**config.mk**
```make
export PLATFORM = sky130hd
export DESIGN_NAME = aw_w_order_queue
export DESIGN_NICKNAME = d
export VERILOG_FILES = /design/src/rtl/aw_w_order_queue.sv
export SDC_FILE = /design/constraint.sdc
export NUM_CORES = 1
export LEC_CHECK = 0
export CELL_PAD_IN_SITES_DETAIL_PLACEMENT = 0
export CELL_PAD_IN_SITES_GLOBAL_PLACEMENT = 2
export CORE_ASPECT_RATIO = 1.4
export CORE_MARGIN = 8
export CORE_UTILIZATION = 40
export CTS_CLUSTER_SIZE = 14
export DETAILED_ROUTE_END_ITERATION = 6
export GPL_TIMING_DRIVEN = 0
export PLACE_DENSITY_LB_ADDON = 0.1
export SLEW_MARGIN = 20
export SYNTH_ARGS = -nofsm -noshare
export SYNTH_HDL_FRONTEND = slang
export SYNTH_SLANG_ARGS = --single-unit
```
**constraint.sdc**
```tcl
create_clock -name ACLK -period 3.13 [get_ports ACLK]
set_input_delay 0.939 -clock ACLK [delete_from_list [all_inputs] [get_ports ACLK]]
set_output_delay 0.939 -clock ACLK [all_outputs]
set_load 0.02 [all_outputs]
```
**src/rtl/aw_w_order_queue.sv**
```systemverilog
// AW-to-W write-order queue: holds {master, slave, len} per accepted AW,
// steers W from the head entry, counts beats, makes WLAST, pops on last beat.
// Ports:
//   ACLK, ARESET          clock, async active-high reset
//   AW_Push, AW_Master_ID, AW_Slave_Sel, AW_Len   entry push side
//   Queue_Is_Full, Queue_Is_Empty, Queue_Count    occupancy status
//   W_Route_Valid, W_Master_Sel, W_Slave_Sel      head routing
//   W_Beat, W_Last_In, W_Last_Out                 beat tracking / WLAST
//   Protocol_Err          sticky error flag
module aw_w_order_queue #(
  parameter int Masters_Num   = 2,
  parameter int Num_Of_Slaves = 2,
  parameter int AXI4_Aw_len   = 8,
  parameter int Queue_Depth   = 4
) (
  input  logic                             ACLK,
  input  logic                             ARESET,
  input  logic                             AW_Push,
  input  logic [$clog2(Masters_Num)-1:0]   AW_Master_ID,
  input  logic [$clog2(Num_Of_Slaves)-1:0] AW_Slave_Sel,
  input  logic [AXI4_Aw_len-1:0]           AW_Len,
  output logic                             Queue_Is_Full,
  output logic                             Queue_Is_Empty,
  output logic [$clog2(Queue_Depth):0]     Queue_Count,
  output logic                             W_Route_Valid,
  output logic [$clog2(Masters_Num)-1:0]   W_Master_Sel,
  output logic [$clog2(Num_Of_Slaves)-1:0] W_Slave_Sel,
  input  logic                             W_Beat,
  input  logic                             W_Last_In,
  output logic                             W_Last_Out,
  output logic                             Protocol_Err
);

  localparam int IW = $clog2(Masters_Num);
  localparam int SW = $clog2(Num_Of_Slaves);
  localparam int AW = $clog2(Queue_Depth);
  localparam int PW = AW + 1;

  typedef struct packed {
    logic [IW-1:0]          id;
    logic [SW-1:0]          sl;
    logic [AXI4_Aw_len-1:0] len;
  } entry_t;

  entry_t                 mem [Queue_Depth];
  logic [PW-1:0]          wr_ptr;
  logic [PW-1:0]          rd_ptr;
  logic [AXI4_Aw_len-1:0] beat_cnt;
  entry_t                 head;
  logic                   pop;
  logic                   push_ok;
  logic                   err_ev;

  assign head = mem[rd_ptr[AW-1:0]];

  assign Queue_Is_Empty = (wr_ptr == rd_ptr);
  assign Queue_Is_Full  = (wr_ptr[AW-1:0] == rd_ptr[AW-1:0]) &&
                          (wr_ptr[AW] != rd_ptr[AW]);
  assign Queue_Count    = wr_ptr - rd_ptr;

  assign W_Route_Valid = !Queue_Is_Empty;
  // Gated so routing reads as zero when no entry is live (storage is not reset)
  assign W_Master_Sel  = W_Route_Valid ? head.id : '0;
  assign W_Slave_Sel   = W_Route_Valid ? head.sl : '0;
  assign W_Last_Out    = W_Route_Valid && (beat_cnt == head.len);

  assign pop     = W_Beat && W_Last_Out;
  // A pop frees the head slot this edge, so a full queue can still accept
  assign push_ok = AW_Push && (!Queue_Is_Full || pop);

  assign err_ev = (AW_Push && !push_ok) ||
                  (W_Beat && !W_Route_Valid) ||
                  (W_Beat && W_Route_Valid && (W_Last_In != W_Last_Out));

  always_ff @(posedge ACLK) begin
    if (push_ok) begin
      mem[wr_ptr[AW-1:0]] <= '{id: AW_Master_ID, sl: AW_Slave_Sel, len: AW_Len};
    end
  end

  always_ff @(posedge ACLK or posedge ARESET) begin
    if (ARESET) begin
      wr_ptr       <= '0;
      rd_ptr       <= '0;
      beat_cnt     <= '0;
      Protocol_Err <= 1'b0;
    end else begin
      if (push_ok) wr_ptr <= wr_ptr + 1'b1;
      if (pop) begin
        rd_ptr   <= rd_ptr + 1'b1;
        beat_cnt <= '0;
      end else if (W_Beat && W_Route_Valid) begin
        beat_cnt <= beat_cnt + 1'b1;
      end
      if (err_ev) Protocol_Err <= 1'b1;
    end
  end

endmodule

```
==> flow_metrics.tcl <==
set metrics [dict create \
    fmax_mhz 319.8 \
    avgSynthCellArea_um2 14.49 \
    placeableCoreArea_um2 6168 \
    clk_latency_ns 0.30 \
    netSwitchingPower_mw 1.152 \
    ctsLongestPathBuffers 2 \
    track_usage 0.1144 \
    fp.dieArea_um2 9135 \
    drt_pass1_iterations 4 \
    htree_levels 2 \
    fp.dieH_um 109.9 \
    syn_inst 174 \
    combPwrFrac 0.502 \
    portBuffers 24 \
    dp.cells 270 \
    required_ns 2.19 \
    ant_nets 0 \
    multi_input_area_um2 918.4 \
    setup_tns_ns 0 \
    critPathMaxFanout 7 \
    cts.reportedPaths.clkPinSlew_ns 0.10 \
    cts_root_buffer "clkbuf_8" \
    synth_cell_type_count 33 \
    final.period_utilization 0.9990 \
    grt_first_pass_wirelength_mm 8.300 \
    power.density_nw_per_um2 975.7 \
    ys.warnings.count 0 \
    setup_viol 0 \
    switching_share 0.3781 \
    drive_gt1_frac 0.1982 \
    wirelength_mm 4.994 \
    ys_seq_elements 55 \
    path_class "flop to primary output" \
    mostFrequentLayoutCell "edfxtp_1" \
    seq_area_frac_synth 0.6253 \
    grt_setup_unrepaired "true" \
    skew_ns 0.003813 \
    relSlewSlack 0.6044 \
    final_cell_mix "edfxtp_1 (40), clkdlybuf4s50_1 (20), dfrtp_1 (13), mux2i_1 (13), xnor2_1 (13)" \
    holdBufCountCts 0 \
    cp-start-kind "flop" \
    place_congestion 0.7374 \
    diodes 0 \
    drv_cap 0 \
    layout_min_cycle_time_ns 3.127 \
    fillerInstances 547 \
    cp-end-kind "primary output" \
    avgViaCountPerCell 5.035 \
    hpwl_mm 3.599 \
    hp-class "flop to flop" \
    power_frac_clock 0.129 \
    grt_pass1_vias 1576 \
    grt_max_degree 18 \
    ff_latch_area_um2 1579 \
    start_util 0.4087 \
    cts_tree "done" \
    critical_path_arrival_ns 2.19 \
    dpl_cell_area_um2 2854 \
    ir_worst_vdd_mv 0.4343 \
    die-width_um 83.10 \
    dr.first_iter.drc_count 57 \
    cts_sinks 55 \
    cts_buffers 5 \
    routedWlPerCell_um 17.28 \
    intPower_mw 1.896 \
    fin_area_um2 3124 \
    nets 240 \
    num_rows 34 \
    drc_errors 0 \
    area_growth_pct 23.92 \
    slew_viol_final 0 \
    io-pin-count 25 \
    worstMarginPinSlew_ns 0.5928 \
    stdcell_count 289 \
    seq_power_share 0.370 \
    synth_fp_nets 198 \
    antenna_found_initial 0 \
    num_vias 1455 \
    finalHoldViolations 0 \
    overflow 0 \
    synth.cell_area_um2 2521 \
    power_leakage_nw 1.228 \
    status "complete, no violations" \
]
[synth_stat cells]
library cell	n	area (um2)
o21bai_1	1	7.510
buf_6	1	11.26
mux4_2	4	90.09
nor3_1	1	5.000
nand2_1	4	15.01
a221o_1	1	10.01
nand3b_1	2	15.01
o211ai_1	3	22.52
edfxtp_1	40	1201
fa_1	1	20.02
and2_1	2	12.51
inv_1	14	52.55
clkbuf_1	2	7.510
xor2_1	11	96.34
dfrtp_1	15	375.4
o21ai_0	1	5.000
and4_1	1	8.760
nor3_4	1	16.27
o2111ai_1	2	17.52
mux2_4	1	15.01
ha_1	8	100.1
and3_1	4	25.02
buf_4	1	7.510
a211o_1	1	8.760
mux2_2	1	11.26
nand4_1	3	18.77
nor2_1	15	56.30
o21ai_2	1	8.760
buf_2	1	5.000
or3_1	1	6.260
nand3_1	3	15.01
xnor2_1	13	113.9
mux2i_1	14	140.1
[flip-flops by register name, summed over array words and instances, names as in the netlist]
register,count
wr_ptr,3
rd_ptr,3
beat_cnt,8
Protocol_Err,1
mem,40
[stage by stage]
stage	total power [mW]	setup WS [ns]	hold WS, ns	utilization
global placement	2.449	-0.6481	0.4666	0.4627
detailed placement	2.485	-0.6815	0.4812	0.4627
CTS	3.073	-0.06267	0.5025	0.5004
finish	3.048	0.003060	0.4967	0.5065
global route	3.264	-0.1030	0.5278	0.5065
floorplan	2.008	-0.03918	0.4650	-
[metal layers]
layer,up-vias,GRT usage,share of wire,wire (um)
met5,-,0,0,0
met4,0,0.03401,0.0084,42
met3,4,0.02743,0.033,163
met2,26,0.2028,0.52,2597
met1,719,0.1345,0.44,2191
li1,706,-,-,-
[logic make-up after synthesis]
family,after synthesis,share of synthesized area
buffers and inverters,19,0.03325
AOI/OAI and AO/OA,10,0.03176
adders and majority gates,9,0.04764
DFF,55,0.6253
xor gates and xnor gates,24,0.08337
muxes,20,0.1017
and+or+nand+nor,37,0.07692
[power groups by stage]
stage	Clock (mW)	Sequential (mW)	Combinational, mW
2_1_floorplan	0	1.10	0.912
3_3_place_gp	0	1.13	1.31
3_5_place_dp	0	1.15	1.34
4_1_cts	0.404	1.12	1.54
5_1_grt	0.439	1.15	1.67
6_report	0.392	1.13	1.53
[layout make-up]
class | count | area share
Buffer | 4 | 0.01362
Clock buffer | 6 | 0.02323
Clock inverter | 2 | 0.005206
Inverter | 14 | 0.01842
Multi-Input combinational cell | 100 | 0.2940
Sequential cell | 55 | 0.5054
Tap cell | 72 | 0.02883
Timing Repair Buffer | 36 | 0.1113
[path summary, 6_finish.rpt]
kind	start	to	slack, ns	depth (start not counted)
max	rd_ptr[1]$_DFFE_PP0P_	W_Last_Out	0.003	7
min reg2reg	rd_ptr[2]$_DFFE_PP0P_	rd_ptr[2]$_DFFE_PP0P_	0.50	1
max in group asynchronous	ARESET	rd_ptr[0]$_DFFE_PP0P_	1.72	2
max reg2reg	rd_ptr[1]$_DFFE_PP0P_	mem[3][7]$_DFFE_PP_	0.25	8
min	rd_ptr[2]$_DFFE_PP0P_	rd_ptr[2]$_DFFE_PP0P_	0.50	1
min in group asynchronous	ARESET	Protocol_Err$_DFFE_PP0P_	1.00	2
[worst max-delay path, stage by stage, from the launching register on]
cell and delay, ns:
dfrtp_2 0.45, buf_12 0.15, mux2i_1 0.21, xnor2_1 0.08
or3_1 0.36, a211o_1 0.37, nor2_4 0.13, buf_6 0.13
[what timing repair did]
item	CTS	global route
resized for setup	29	8
endpoints found under the setup margin	47	26
pin swaps	5	4
buffers inserted	9	3
(Power assumes the default switching activity.)
